--- config.mk ---
export PLATFORM = sky130hd
export DESIGN_NAME = fifo_write_arbiter
export DESIGN_NICKNAME = d
export VERILOG_FILES = /design/src/rtl/fifo_write_arbiter.sv
export SDC_FILE = /design/constraint.sdc
export NUM_CORES = 1
export LEC_CHECK = 0
export CAP_MARGIN = 20
export CORE_ASPECT_RATIO = 0.9
export CORE_MARGIN = 2
export CORE_UTILIZATION = 36
export CTS_CLUSTER_SIZE = 8
export DETAILED_ROUTE_END_ITERATION = 10
export PLACE_DENSITY_LB_ADDON = 0.05
export SYNTH_ARGS = -nofsm -noshare
export SYNTH_HDL_FRONTEND = slang
export SYNTH_SLANG_ARGS = --single-unit
--- constraint.sdc ---
create_clock -name write_clk -period 2.95 [get_ports write_clk]
set_clock_uncertainty 0.2 [all_clocks]
set_input_delay 0.4425 -clock write_clk [delete_from_list [all_inputs] [get_ports write_clk]]
set_output_delay 0.4425 -clock write_clk [all_outputs]
set_load 0.05 [all_outputs]
--- src/rtl/fifo_write_arbiter.sv ---
// Round-robin arbiter sharing one FIFO write port among NUM_REQ write-domain producers.
// Each grant runs a burst of up to MAX_BURST words, stalls on write_full, then re-arbitrates.
module fifo_write_arbiter #(
    parameter int WIDTH     = 8,
    parameter int NUM_REQ   = 4,
    parameter int IDX_W     = 2,
    parameter int MAX_BURST = 4
) (
    input  logic                     write_clk,
    input  logic                     reset_n,
    input  logic [NUM_REQ-1:0]       req_valid,
    input  logic [NUM_REQ*WIDTH-1:0] req_data,
    output logic [NUM_REQ-1:0]       req_ready,
    input  logic                     write_full,
    output logic                     fifo_wr_en,
    output logic [WIDTH-1:0]         fifo_wr_data,
    output logic [IDX_W-1:0]         grant_id,
    output logic                     busy
);

    localparam int CNT_W = $clog2(MAX_BURST) + 1;
    localparam logic [CNT_W-1:0] LAST_BEAT = CNT_W'(MAX_BURST - 1);

    typedef enum logic {
        IDLE,
        BURST
    } state_t;

    state_t           state;
    logic [IDX_W-1:0] last;
    logic [IDX_W-1:0] next_grant;
    logic [CNT_W-1:0] beat_cnt;
    logic             granted_valid;
    logic             beat;

    // Rotating priority search starting at last+1. Iterating from the far end
    // towards the near end lets the closest requester overwrite the others.
    always_comb begin
        // NOTE: every always_comb output gets a default first so no latch is inferred.
        next_grant = last;
        for (int k = NUM_REQ; k >= 1; k--) begin
            if (req_valid[(int'(last) + k) % NUM_REQ]) begin
                next_grant = IDX_W'((int'(last) + k) % NUM_REQ);
            end
        end
    end

    // Outputs are gated by reset_n so nothing is written in a reset cycle,
    // even when reset lands in the middle of a burst.
    always_comb begin
        granted_valid = req_valid[grant_id];
        busy          = reset_n && (state == BURST);
        beat          = busy && granted_valid && !write_full;
        fifo_wr_en    = beat;
        req_ready     = beat ? (NUM_REQ'(1) << grant_id) : '0;
        fifo_wr_data  = req_data[grant_id*WIDTH +: WIDTH];
    end

    // NOTE: sequential state is updated with non-blocking assignments only.
    always_ff @(posedge write_clk) begin
        if (!reset_n) begin
            state    <= IDLE;
            grant_id <= '0;
            beat_cnt <= '0;
            last     <= IDX_W'(NUM_REQ - 1);
        end else begin
            unique case (state)
                IDLE: begin
                    if (|req_valid) begin
                        grant_id <= next_grant;
                        beat_cnt <= '0;
                        state    <= BURST;
                    end
                end
                BURST: begin
                    if (!granted_valid) begin
                        state <= IDLE;
                        last  <= grant_id;
                    end else if (!write_full) begin
                        beat_cnt <= beat_cnt + CNT_W'(1);
                        if (beat_cnt == LAST_BEAT) begin
                            state <= IDLE;
                            last  <= grant_id;
                        end
                    end
                end
                default: state <= IDLE;
            endcase
        end
    end

endmodule

# Word-level counts from Yosys, hierarchy flattened
# Index checks and enable logic that the tools add are counted.
[word_totals] input_bits=39 out_inout_bits=16 register_bits=8 wordCells=70
[op_classes] order_cmp=5 n_eq_ne=6 n_addsub=5 shift=2 n_reduce_logical=12 mux=31 bitwise_logic=5
[ops] op="$shiftx A32 B6 Y8" count=1
[ops] op="$lt A3 B4 Y1 const B" count=4
[ops] op="$mux W2" count=7
[ops] op="$mux W1" count=13
[ops] op="$bmux W1 S2" count=5
[ops] op="$mux W3" count=3
[ops] op="$reduce_or A2 Y1" count=4
[ops] op="$ne A2 B2 Y1 const B" count=3
[ops] op="$pmux W3 S2" count=1
[ops] op="$reduce_and A3 Y1" count=2
[ops] op="$add A2 B1 Y2 const B" count=2
[ops] op="$add A2 B2 Y2 const B" count=2
[ops] op="$and A1 B1 Y1 const A" count=4
[ops] op="$mux W4" count=1
[ops] op="$ne A2 B1 Y1 const B" count=2
[ops] op="$reduce_or A4 Y1" count=1
[ops] op="$shl A1 B2 Y4 const A" count=1
[ops] op="$add A3 B1 Y3 const B" count=1
[ops] op="$eq A3 B2 Y1 const B" count=1
[ops] op="$logic_and A1 B1 Y1" count=3
[ops] op="$lt A2 B3 Y1 const B" count=1
[ops] op="$pmux W1 S2" count=1
[ops] op="$reduce_and A2 Y1" count=1
[ops] op="$logic_not A1 Y1" count=1
[ops] op="$not A1 Y1" count=1

# Depth between registers and ports, before layout
[depth] word_depth=10 depth_mapped=6

# Least setup slack after synthesis
# No wires, ideal clock.
[synth_timing] path_type="reg2out" from="register grant_id[1]" to="output port req_ready[2]" stages_incl_launch_ff=5 arrival_time_ps=2891 slack_ps=-583 n_path_buf=1 required_ps=2308 cell_sequence="dfxtp_1 > clkbuf_2 > mux4_2 > nand3b_2 > nor4b_1"
[synth_via] elab_chain_len=5 word_cells_on_any_way=6 classes_between="shift (1); mux (3); reduce/logical (2)"
[synth_lines] item="from (decl)" line_no="17" rtl="output logic [IDX_W-1:0] grant_id,"
[synth_lines] item="from (signal assigned)" line_no="70" rtl="grant_id <= next_grant;"
[synth_lines] item="$bmux W1 S2" line_no="51" rtl="granted_valid = req_valid[grant_id];"
[synth_lines] item="$mux W1 (implied by the code)" line_no="51"
[synth_lines] item="$logic_and A1 B1 Y1 (2 in a row)" line_no="53" rtl="beat = busy && granted_valid && !write_full;"
[synth_lines] item="$mux W4 (*)" line_no="55" rtl="req_ready = beat ? (NUM_REQ'(1) << grant_id) : '0;"
[synth_lines] item="to (decl)" line_no="13" rtl="output logic [NUM_REQ-1:0] req_ready,"
# Every way passes the cells marked *; elsewhere a longest branch is shown, timed or not. The select of a mux whose other input is x is not followed.

# Worst setup path in the final report
[layout_timing] from="input port req_valid[0]" to="output port req_ready[3]"
[layout_via] elab_chain_len=5
[layout_lines] item="from (decl)" line_no="11" rtl="input logic [NUM_REQ-1:0] req_valid,"
[layout_lines] item="$bmux W1 S2" line_no="51"
[layout_lines] item="$mux W1 (implied by the code)" line_no="51"
[layout_lines] item="$logic_and A1 B1 Y1 (2 in a row)" line_no="53"
[layout_lines] item="$mux W4" line_no="55"
# Every way passes these cells. The select of a mux whose other input is x is not followed.

==> impl_metrics.env <==
export IMPL_area_growth_pct=80.57
export IMPL_crit_fanout=9
export IMPL_grt_antenna_before_repair=0
export IMPL_final_core_util=0.6977
export IMPL_core_region_area_mm2=0.001933
export IMPL_htreeDepth=1
export IMPL_drtPass1Iterations=4
export IMPL_worstHoldStart="beat_cnt[2]$_SDFFE_PN0P_"
export IMPL_timing_rr_start="grant_id[0]$_SDFFE_PN0P_"
export IMPL_ioPinCount=55
export IMPL_cp_start_kind="input pin"
export IMPL_final_setup_viol_count=0
export IMPL_vias=824
export IMPL_reg2reg_to="last[0]$_SDFFE_PN1P_"
export IMPL_synth_net_count=116
export IMPL_cellLeakagePower_uw=0.0005151
export IMPL_drc=0
export IMPL_async_flop_share=0
export IMPL_synth_seq_area_share=0.2144
export IMPL_synthAdderAreaFrac=0.03350
export IMPL_grt_max_degree=18
export IMPL_synth_xor_xnor_area_share=0
export IMPL_dpl_worst_slack_ns=0.2211
export IMPL_avgSynthCellArea_um2=9.960
export IMPL_drt_iter0_drc=12
export IMPL_num_rows=15
export IMPL_ys_types=33
export IMPL_yosys_warnings=0
export IMPL_synth_top_area_share=0.2144
export IMPL_drv_cap=0
export IMPL_die_y_um=47.22
export IMPL_cts_path_max_buffers=2
export IMPL_synth_area_mux_share=0.3250
export IMPL_synth_top_family_by_area="multiplexers"
export IMPL_wl_per_cell_um=14.00
export IMPL_die_area_mm2=0.002456
export IMPL_grt_usage=0.1919
export IMPL_grt_first_pass_wirelength_mm=3.422
export IMPL_hold_violations=0
export IMPL_critical_path_startpoint="req_valid[0]"
export IMPL_tritoncts="built"
export IMPL_slew_violations=0
export IMPL_crit_required_ns=2.31
export IMPL_worst_pin_slew_ns=0.4900
export IMPL_synth_compound_area_share=0.1457
export IMPL_min_to="beat_cnt[2]$_SDFFE_PN0P_"
export IMPL_n_antenna_cell=0
export IMPL_synth_top_cell_by_area="dfxtp_1"
export IMPL_finalWirelength_mm=2.170
export IMPL_insertion_delay_ns=0.26
export IMPL_rrSetupSlack_ns=0.96
export IMPL_layout_nets=173
export IMPL_dieWidth_um=52.02
export IMPL_port_buffers=54
export IMPL_synth_simple_area_share=0.2328
export IMPL_rsz0062_at_grt="false"
export IMPL_ys_ff_latch=8
export IMPL_ir_drop_v=0.0003750
export IMPL_synth_edff_count=0
export IMPL_drive_above_1_share=0.2385
export IMPL_ys_top_cells_by_area="dfxtp_1 (21%), mux4_2 (15%), mux4_1 (14%), o31ai_1 (4.0%), nor2_1 (3.5%)"
export IMPL_cts_hold_buffers=0
export IMPL_slew_headroom=0.6723
export IMPL_end_kind="output pin"
export IMPL_synth_flop_cell="dfxtp_1"
export IMPL_grt_remaining_overflow=0
export IMPL_post_cts_buffers=0
export IMPL_place_congestion=0.8104
export IMPL_synth_cells=75
export IMPL_p_per_area_mw_per_mm2=398.3
export IMPL_finalCritPeriodShare=0.9271
export IMPL_grt_pass1_vias=775
export IMPL_setup_tns_ns=0
export IMPL_arrival_ns=2.09
export IMPL_ctsResizeCount=0
export IMPL_worstSetupPathType="input pin to output pin"
export IMPL_cts_sinks=8
export IMPL_postRouteAntennaNets=0
export IMPL_min_path_cells=2
export IMPL_ff2ff_path_depth=5
export IMPL_root_buffer="clkbuf_4"
export IMPL_dpl_hpwl_mm=1.791
export IMPL_start_util=0.3864
export IMPL_worst_slack_ns=0.2150
export IMPL_cts_made_buffers=3
export IMPL_hp_class="flop to flop"
export IMPL_clk_pin_slew_ns=0.05
export IMPL_syn_cell_area_um2=747.0
export IMPL_fmax_ghz=0.3656
export IMPL_finalCriticalPeriod_ns=2.735
export IMPL_status="completed"
export IMPL_avgViaCountPerCell=5.316
-- stage by stage --
step / area [um^2] / hold slack [ns] / instances / power (uW)
after global placement: 1326 / 0.2580 / 152 / 449.5
final: 1349 / 0.2851 / 155 / 537.2
after detailed placement: 1326 / 0.2739 / 152 / 453.1
after CTS: 1349 / 0.2809 / 155 / 539.4
after global routing: 1349 / 0.3125 / 155 / 568.9
after floorplan: 762.0 / 0.2514 / 75 / 339.4
-- logic make-up after synthesis --
group	count (synthesis)
AND/OR/NAND/NOR	30
adder cells (fa/ha/maj)	2
multiplexers	11
AO/OA/AOI/OAI	17
flip-flops	8
buffers and inverters	7
-- cells in the final DEF (no fill, tap or decap), drive strengths merged --
cell	count
a31oi	1
a21oi	4
nor2	7
o31a	1
o31ai	4
nor4b	1
nor2b	3
nand4	3
inv	2
and3	2
o21ai	4
ha	2
clkdlybuf4s50	40
mux2	1
clkinv	1
dfxtp	8
nor3	2
a211o	1
mux4	9
mux2i	1
nand2b	3
nor4	2
nand3	1
nand3b	1
nand2	3
or2	1
clkbuf	3
o211ai	2
and3b	1
buf	16
-- synthesized netlist by cell type, types with 2 or more instances --
cell type  n
o31ai_1    4
ha_1       2
mux4_1     4
nand4_1    3
nor3_1     2
nand2b_1   3
nor4_1     2
mux4_2     5
o211ai_1   2
inv_1      2
o21ai_0    4
nor2_1     7
nand2_1    3
nor2b_1    3
a21oi_1    4
dfxtp_1    8
-- registers in the layout (all words and copies together), names as in the netlist --
name,cells
beat_cnt,3
grant_id,2
last,2
state,1
-- cell type report --
| type | count | area, um^2 |
|---|---|---|
| clock buffer | 3 | 22.52 |
| timing repair buffer | 56 | 558.0 |
| sequential | 8 | 160.2 |
| fill | 164 | 584.3 |
| inverter | 3 | 11.26 |
| tap | 25 | 31.28 |
| multi-input combinational | 60 | 565.5 |
-- critical path: stages --
cell             delay (ns)
clkdlybuf4s50_1        0.50
mux4_2                 0.50
nand3b_2               0.21
nor2_2                 0.07
and3_1                 0.19
buf_4                  0.19
-- power breakdown --
group	leakage [uW]	switching, uW	internal (uW)
Clock	0.0000138	40.4	46.8
Combinational	0.000436	170	148
Sequential	0.0000658	13.7	119
Total	0.000515	224	313
-- routing by layer --
metal	vias up	GRT usage	part of all wire	wire length, um
met2	29	0.3544	0.52	1131
met4	0	0.03158	0	0
met3	0	0.04777	0.059	127
met1	381	0.2321	0.42	911
met5	-	0	0	0
li1	414	-	-	-
-- worst max path at each step --
stage,cells past startpoint,slack [ns],to
after floorplan,5,0.01,req_ready[1]
final,6,0.22,req_ready[3]
after global routing,6,0.12,req_ready[3]
after CTS,6,0.22,req_ready[3]
after detailed placement,6,0.22,req_ready[3]
after global placement,6,0.26,req_ready[3]
(Power assumes the default switching activity.)
